File: config.mk
export PLATFORM = sky130hd
export DESIGN_NAME = uart_cmd_parser
export DESIGN_NICKNAME = d
export VERILOG_FILES = /design/src/rtl/uart_cmd_pkg.sv /design/src/rtl/uart_cmd_timeout.sv /design/src/rtl/uart_cmd_parser.sv
export SDC_FILE = /design/constraint.sdc
export NUM_CORES = 1
export LEC_CHECK = 0
export ABC_AREA = 1
export BUFFER_PORTS_ARGS = -buffer_cell sky130_fd_sc_hd__buf_4
export CAP_MARGIN = 10
export CORE_ASPECT_RATIO = 0.9
export CORE_MARGIN = 2
export CORE_UTILIZATION = 56
export DETAILED_ROUTE_END_ITERATION = 7
export HOLD_SLACK_MARGIN = 0.08
export PLACE_DENSITY = 0.79
export REMOVE_ABC_BUFFERS = 1
export SKIP_CTS_REPAIR_TIMING = 1
export SYNTH_ARGS = -nofsm -noshare
export SYNTH_HDL_FRONTEND = slang
export SYNTH_SLANG_ARGS = --single-unit
File: constraint.sdc
create_clock -name clk -period 3.7 [get_ports clk]
set_input_delay 0.185 -clock clk [delete_from_list [all_inputs] [get_ports clk]]
set_output_delay 0.185 -clock clk [all_outputs]
set_load 0.1 [all_outputs]
File: src/rtl/uart_cmd_pkg.sv
// uart_cmd_pkg: shared types and constants for the UART command-frame parser.
// Frame layout: SYNC, CMD, ARG_HI, ARG_LO, CHK where CHK = (CMD+ARG_HI+ARG_LO) mod 256.
package uart_cmd_pkg;

  // Parser FSM states, one per expected frame position.
  typedef enum logic [2:0] {
    ST_HUNT    = 3'd0,
    ST_GET_CMD = 3'd1,
    ST_GET_HI  = 3'd2,
    ST_GET_LO  = 3'd3,
    ST_GET_CHK = 3'd4
  } state_e;

  localparam logic [7:0] SYNC_BYTE_DEF = 8'hAA;
  localparam int unsigned FRAME_LEN    = 5;
  localparam int unsigned CHK_W        = 8;

  // 8-bit additive checksum of the three payload bytes; carry is dropped.
  function automatic logic [CHK_W-1:0] calc_chk(input logic [7:0] cmd_b,
                                                input logic [7:0] hi_b,
                                                input logic [7:0] lo_b);
    logic [CHK_W-1:0] sum;
    sum = cmd_b + hi_b + lo_b;
    return sum;
  endfunction

endpackage

File: src/rtl/uart_cmd_timeout.sv
// uart_cmd_timeout: inter-byte idle timer. Clear has priority over enable;
// expire_o is high while the count sits at TIMEOUT_CYCLES-1.
module uart_cmd_timeout #(
  parameter int unsigned TIMEOUT_CYCLES = 50000,
  parameter int unsigned TO_W           = 16
) (
  input  logic clk,
  input  logic Rst_n,
  input  logic clr_i,
  input  logic en_i,
  output logic expire_o
);

  logic [TO_W-1:0] count_q;
  logic [TO_W-1:0] count_d;

  // Next-count: clear, count up, or hold.
  always_comb begin
    count_d = count_q;
    if (clr_i) begin
      count_d = {TO_W{1'b0}};
    end else if (en_i) begin
      count_d = count_q + {{(TO_W-1){1'b0}}, 1'b1};
    end else begin
      count_d = count_q;
    end
  end

  // Timer register with synchronous active-low reset.
  always_ff @(posedge clk) begin
    if (!Rst_n) begin
      count_q <= {TO_W{1'b0}};
    end else begin
      count_q <= count_d;
    end
  end

  assign expire_o = (count_q == TO_W'(TIMEOUT_CYCLES - 1));

endmodule

File: src/rtl/uart_cmd_parser.sv
// uart_cmd_parser: assembles 5-byte command frames from the UART byte stream,
// checks the checksum and emits a one-cycle cmd_valid or chk_err pulse.
// Optional inter-byte timeout is compiled in with `define UART_CMD_TIMEOUT_EN;
// without it to_err is constant 0 and the FSM waits indefinitely mid-frame.
module uart_cmd_parser
  import uart_cmd_pkg::*;
#(
  parameter logic [7:0]  SYNC_BYTE      = SYNC_BYTE_DEF,
  parameter int unsigned TIMEOUT_CYCLES = 50000,
  parameter int unsigned TO_W           = 16
) (
  input  logic        clk,
  input  logic        Rst_n,
  input  logic [7:0]  rx_byte,
  input  logic        rx_valid,
  output logic        cmd_valid,
  output logic [7:0]  cmd,
  output logic [15:0] arg,
  output logic        chk_err,
  output logic        to_err,
  output logic [7:0]  frame_cnt
);

  state_e      state_q, state_d;
  logic [7:0]  cmd_tmp_q, cmd_tmp_d;
  logic [7:0]  hi_tmp_q, hi_tmp_d;
  logic [7:0]  lo_tmp_q, lo_tmp_d;
  logic [7:0]  cmd_q, cmd_d;
  logic [15:0] arg_q, arg_d;
  logic [7:0]  cnt_q, cnt_d;
  logic        cmd_valid_q, cmd_valid_d;
  logic        chk_err_q, chk_err_d;
  logic        to_err_q, to_err_d;
  logic        expire_s;

`ifdef UART_CMD_TIMEOUT_EN
  logic timer_clr_s;
  logic timer_en_s;

  assign timer_clr_s = rx_valid || (state_q == ST_HUNT);
  assign timer_en_s  = (state_q != ST_HUNT);

  uart_cmd_timeout #(
    .TIMEOUT_CYCLES (TIMEOUT_CYCLES),
    .TO_W           (TO_W)
  ) u_timeout (
    .clk      (clk),
    .Rst_n    (Rst_n),
    .clr_i    (timer_clr_s),
    .en_i     (timer_en_s),
    .expire_o (expire_s)
  );
`else
  logic unused_cfg_s;

  assign unused_cfg_s = (TIMEOUT_CYCLES == 0) ^ (TO_W == 0);
  assign expire_s     = 1'b0;
`endif

  // Next-state and datapath: frame assembly, checksum verdict, timeout abort.
  always_comb begin
    state_d     = state_q;
    cmd_tmp_d   = cmd_tmp_q;
    hi_tmp_d    = hi_tmp_q;
    lo_tmp_d    = lo_tmp_q;
    cmd_d       = cmd_q;
    arg_d       = arg_q;
    cnt_d       = cnt_q;
    cmd_valid_d = 1'b0;
    chk_err_d   = 1'b0;
    to_err_d    = 1'b0;

    if (rx_valid) begin
      case (state_q)
        ST_HUNT: begin
          if (rx_byte == SYNC_BYTE) begin
            state_d = ST_GET_CMD;
          end else begin
            state_d = ST_HUNT;
          end
        end
        ST_GET_CMD: begin
          cmd_tmp_d = rx_byte;
          state_d   = ST_GET_HI;
        end
        ST_GET_HI: begin
          hi_tmp_d = rx_byte;
          state_d  = ST_GET_LO;
        end
        ST_GET_LO: begin
          lo_tmp_d = rx_byte;
          state_d  = ST_GET_CHK;
        end
        ST_GET_CHK: begin
          if (rx_byte == calc_chk(cmd_tmp_q, hi_tmp_q, lo_tmp_q)) begin
            cmd_valid_d = 1'b1;
            cmd_d       = cmd_tmp_q;
            arg_d       = {hi_tmp_q, lo_tmp_q};
            cnt_d       = cnt_q + 8'd1;
          end else begin
            chk_err_d = 1'b1;
          end
          state_d = ST_HUNT;
        end
        default: begin
          state_d = ST_HUNT;
        end
      endcase
    end else if (expire_s && (state_q != ST_HUNT)) begin
      // Idle too long mid-frame: drop the partial frame and resynchronise.
      to_err_d  = 1'b1;
      state_d   = ST_HUNT;
      cmd_tmp_d = 8'h00;
      hi_tmp_d  = 8'h00;
      lo_tmp_d  = 8'h00;
    end else begin
      state_d = state_q;
    end
  end

  // State and output registers; synchronous active-low reset overrides all.
  always_ff @(posedge clk) begin
    if (!Rst_n) begin
      state_q     <= ST_HUNT;
      cmd_tmp_q   <= 8'h00;
      hi_tmp_q    <= 8'h00;
      lo_tmp_q    <= 8'h00;
      cmd_q       <= 8'h00;
      arg_q       <= 16'h0000;
      cnt_q       <= 8'h00;
      cmd_valid_q <= 1'b0;
      chk_err_q   <= 1'b0;
      to_err_q    <= 1'b0;
    end else begin
      state_q     <= state_d;
      cmd_tmp_q   <= cmd_tmp_d;
      hi_tmp_q    <= hi_tmp_d;
      lo_tmp_q    <= lo_tmp_d;
      cmd_q       <= cmd_d;
      arg_q       <= arg_d;
      cnt_q       <= cnt_d;
      cmd_valid_q <= cmd_valid_d;
      chk_err_q   <= chk_err_d;
      to_err_q    <= to_err_d;
    end
  end

  assign cmd_valid = cmd_valid_q;
  assign cmd       = cmd_q;
  assign arg       = arg_q;
  assign chk_err   = chk_err_q;
  assign to_err    = to_err_q;
  assign frame_cnt = cnt_q;

endmodule
=== Yosys cells after proc, flatten, opt, wreduce, memory -nomap -nowiden ===
Index checks and enable logic that the tools add are counted.

* Add/sub/neg operators: 3
* Equal/unequal tests: 6
* Muxes and demuxes: 4
* Reduce and logical (&&, ||, !) cells: 6

{| class="wikitable"
|+ Operator list
! cell !! count
|-
| $add 8x8->8 || 2
|-
| $pmux 3 s4 || 1
|-
| $add 8x1->8 const B || 1
|-
| $eq 8x8->1 || 1
|-
| $eq 8x8->1 const B || 1
|-
| $eq 3x2->1 const B || 2
|-
| $reduce_and 2->1 || 3
|-
| $reduce_and 3->1 || 2
|-
| $eq 3x1->1 const B || 1
|-
| $eq 3x3->1 const B || 1
|-
| $logic_not 3->1 || 1
|-
| $mux 1 || 3
|}

* Register bits after elaboration: 61
* Output and inout bits: 35
* Logic and storage cells: 28

=== Depth between registers and ports, before layout ===
* Depth in word-level cells: 4
* Depth in mapped cells: 17

=== Worst setup path before layout ===
OpenSTA, ideal clock, no wires.

* Path kind: reg2reg
* From: register cmd_tmp_q[1]
* To: register cmd_q[0] (netlist: cmd[0])
* Library setup time: 0.118 ns
* Arrival: 2.504 ns
* Slack: 1.078 ns
* Stages on the path, launching flop included: 14
* Buffers on the path: 1
* Clock period less this slack: 2.622 ns
* Cell sequence: dfxtp_1 -> fa_1 -> ha_1 -> fa_1 -> xor2_1 -> nor2_1 -> nand3_2 -> nor2_2 -> nand3_2 -> nor2_4 -> inv_2 -> buf_6 -> nor2_1 -> nor2_1

* Longest elaborated chain between the ends: 4

{| class="wikitable"
|+ RTL lines
! item !! line !! source
|-
| start, declared || uart_cmd_parser.sv:25 || <nowiki>logic [7:0] cmd_tmp_q, cmd_tmp_d;</nowiki>
|-
| start signal, assigned || uart_cmd_parser.sv:136 || <nowiki>cmd_tmp_q <= cmd_tmp_d;</nowiki>
|-
| $add 8x8->8 (2 in a row) || uart_cmd_pkg.sv:23 || <nowiki>sum = cmd_b + hi_b + lo_b;</nowiki>
|-
| $eq 8x8->1 || uart_cmd_parser.sv:95 || <nowiki>if (rx_byte == calc_chk(cmd_tmp_q, hi_tmp_q, lo_tmp_q)) begin</nowiki>
|-
| $reduce_and 3->1 (no line) || -- ||
|-
| end signal, assigned || uart_cmd_parser.sv:139 || <nowiki>cmd_q <= cmd_d;</nowiki>
|-
| end, declared || uart_cmd_parser.sv:28 || <nowiki>logic [7:0] cmd_q, cmd_d;</nowiki>
|}

Every way passes these cells.
A chain may end at the register's enable or synchronous reset.

=== Final worst setup path ===
* From: register cmd_tmp_q[1]
* To: register cnt_q[2] (netlist: frame_cnt[2])

* Longest elaborated chain between the ends: 4

{| class="wikitable"
|+ RTL lines
! item !! line !! source
|-
| $add 8x8->8 (2 in a row) || uart_cmd_pkg.sv:23 ||
|-
| $eq 8x8->1 || uart_cmd_parser.sv:95 ||
|-
| $reduce_and 3->1 (no line) || -- ||
|-
| end signal, assigned || uart_cmd_parser.sv:141 || <nowiki>cnt_q <= cnt_d;</nowiki>
|-
| end, declared || uart_cmd_parser.sv:30 || <nowiki>logic [7:0] cnt_q, cnt_d;</nowiki>
|}

Every way passes these cells.

==> results.yml <==
outcome:
  status: "finished, final reports clean"
synthesis:
  synth_top_family_by_area: "simple AND/OR/NAND/NOR gates"
  yosysUniqueCellTypes: 27
  synth_area_per_cell_um2: 7.53
  synth_compound_area_share_pct: 12.5
  synth_area_um2: 2880
  ys_seq_elements: 61
  muxShareOfSynthArea_pct: 0
  yosys.area_share.simple_pct: 25.2
  synth-xor-area-share_pct: 3.82
  ys_seq_area_share_pct: 42.4
  synthCells: 383
  synthAdderAreaFrac_pct: 8.59
  synth_warnings: 0
global_routing:
  grt_start_max_net_pins: 57
  antenna_found_initial: 0
  grtUsageTotal_pct: 24.0
  grt_pass1_vias: 2381
  overflow: 0
  grt_pass1_wl_mm: 10.6
worst_setup_path:
  worst-endpoint-arrival_ps: 3290
  startpoint_type: "flip-flop"
  reg2reg_from: "cmd_tmp_q[1]"
  crit_fanout: 23
  crit_type: "flip-flop to flip-flop"
  critPathSlowestCell: "fa_1"
  worstPathCellList: "fa_1 -> ha_1 -> fa_1 -> xor2_1 -> nor2_1 -> nand3_2 -> nor2_2 -> nand3_2 -> nor2_4 -> buf_4 -> nand3_1 -> nand2_1 -> nor2_1"
  ff2ff_path_depth: 13
  critPathRequiredTime_ps: 3940
  worst_setup_path_end_kind: "flip-flop"
  rrSetupSlack_ps: 650
  critPathBufInv: 1
  path_delay_family: "adder cells"
  timing.rr.end: "frame_cnt[2]"
  cpPeakStageDelay_ps: 550
power_and_ir_drop:
  pwr-share-comb_pct: 3.9
  vdd_drop_max_mv: 0.300
  p_int_mw: 0.998
  p_leak_nw: 1.69
  power_frac_clock_pct: 45.4
  p_sw_mw: 0.296
  swShare_pct: 22.9
  power_density_nw_per_um2: 377
  seqPwrFrac_pct: 50.7
min_path:
  worstHoldStart: "rx_byte[5]"
  holdPathStages: 3
  hp-class: "input port to flip-flop"
  min_to: "cmd_tmp_q[5]"
timing:
  finalWorstSetupSlack_ps: 654
  fin_skew_ps: 4.21
  setup_violations: 0
  period_share_pct: 82.3
  worst_pin_slew_ps: 771
  max_freq_mhz: 328
  rsz0062_at_grt: "no"
  period_needed_ps: 3050
  setup-tns-final_ps: 0
  slew_headroom_pct: 48.5
  slew_viol_final: 0
  hold_viol_final: 0
die:
  die-area_um2: 5740
  pin_count: 46
  chipWidth_um: 79.6
  start_util_pct: 58.9
  core.rowCount: 24
  core_um2: 4890
  die_h_um: 72.1
clocking:
  insertion_delay_ps: 350
  clockRootBuffer: "clkbuf_8"
  clk_pin_slew_ps: 70
  cts_tree: "yes"
  htreeDepth: 3
  cts_buffers: 9
  cts.sinks: 61
  clock_path_buffers: 2
placed_design:
  globalplace.congestion: 0.844
  numPortBuffers: 44
  pre_cts_slack_ps: 700
  post-dp-hpwl_mm: 4.26
routing:
  drt-vias-per-instance: 5.22
  finalWirelength_mm: 6.44
  num_vias: 2589
  drc: 0
  drt-pass1-iter-count: 4
  postRouteAntennaNets: 0
  routedWlPerCell_um: 13.0
  drt_iter0_markers: 124
finish:
  final_cell_mix: "nor2_1, dfxtp_1, o21ai_0, nand2_1, buf_4"
  layout_commonest_cell: "nor2_1"
  n_antenna_cell: 0
  nets: 452
  drive_above_1_share_pct: 15.8
  area_growth_pct: 19.0
job:
  drv_cap: 0
cells in the mapped netlist:
master | count | area [um2]
buf_2 | 2 | 10.0
nor3b_1 | 1 | 7.51
nor2_2 | 1 | 6.26
nand3b_1 | 1 | 7.51
inv_1 | 33 | 124
conb_1 | 1 | 3.75
nor2_1 | 90 | 338
xor2_1 | 4 | 35.0
nor4_1 | 2 | 12.5
nor2_4 | 1 | 11.3
clkbuf_1 | 8 | 30.0
ha_1 | 7 | 87.6
inv_2 | 2 | 7.51
nor3_1 | 1 | 5.00
nand4_1 | 7 | 43.8
xnor3_1 | 1 | 22.5
nand3_2 | 2 | 20.0
fa_1 | 8 | 160
nand3_1 | 19 | 95.1
buf_6 | 2 | 22.5
dfxtp_1 | 61 | 1220
o21ai_0 | 51 | 255
xnor2_1 | 6 | 52.6
buf_4 | 2 | 15.0
nand2_1 | 48 | 180
clkinv_1 | 1 | 3.75
a21oi_1 | 21 | 105
power by group through the flow:
stage                     combinational, mW  sequential, mW  clock (mW)
after global placement               0.0487           0.672           0
final                                0.0501           0.657       0.587
after detailed placement             0.0493           0.672           0
after floorplan                      0.0242           0.672           0
after global routing                 0.0554           0.656       0.617
after CTS                            0.0498           0.657       0.589
metrics by stage:
step | std cells | util [%] | total power, mW | hold WS [ps] | cell area (um2)
after floorplan | 369 | - | 0.696 | 306 | 2810
after global placement | 480 | 66.2 | 0.720 | 454 | 3240
after detailed placement | 480 | 66.2 | 0.721 | 462 | 3240
after CTS | 496 | 70.1 | 1.30 | 108 | 3430
after global routing | 496 | 70.1 | 1.33 | 114 | 3430
final | 496 | 70.1 | 1.29 | 104 | 3430
layer usage:
| metal | GRT usage (%) | vias up | share of wire [%] |
|---|---|---|---|
| li1 | - | 1320 | - |
| met1 | 30.8 | 1191 | 46 |
| met2 | 38.8 | 63 | 46 |
| met3 | 5.22 | 15 | 6.0 |
| met4 | 11.7 | 0 | 1.8 |
| met5 | 0 | - | 0 |
logic make-up after synthesis:
group	after synthesis
simple gates	173
xor+xnor	11
compound gates	72
other cells	1
fa+ha+maj	15
flops	61
buf+inv	50
flip-flops by register name, indices dropped and copies added, names as in the netlist:
signal and count:
arg 16, chk_err 1, cmd 8, cmd_tmp_q 8
cmd_valid 1, frame_cnt 8, hi_tmp_q 8, lo_tmp_q 8
state_q 3
how the worst max path moves through the flow:
stage / endpoint / slack (ps) / start / depth (start not counted)
6_report: frame_cnt[2] / 650 / cmd_tmp_q[1] / 13
5_1_grt: frame_cnt[5] / 380 / hi_tmp_q[1] / 16
4_1_cts: frame_cnt[2] / 630 / cmd_tmp_q[1] / 13
3_5_place_dp: frame_cnt[2] / 700 / cmd_tmp_q[1] / 16
3_3_place_gp: frame_cnt[2] / 750 / cmd_tmp_q[1] / 13
2_1_floorplan: frame_cnt[1] / 800 / cmd_tmp_q[1] / 12
worst min-delay path: cells and delay by family:
| family | cells | cell delay, ps |
|---|---|---|
| buffers and inverters | 1 | 110 |
| AND/OR/NAND/NOR | 2 | 130 |
layout make-up:
cell class,count,area (um2)
multi-input cells,272,1460
clock inverters,5,50.0
fillers,411,1470
well taps,65,81.3
flip-flops and latches,61,1220
clock buffers,11,141
inverters,36,135
repair buffers,46,345
Power figures use the tool's default switching activity.
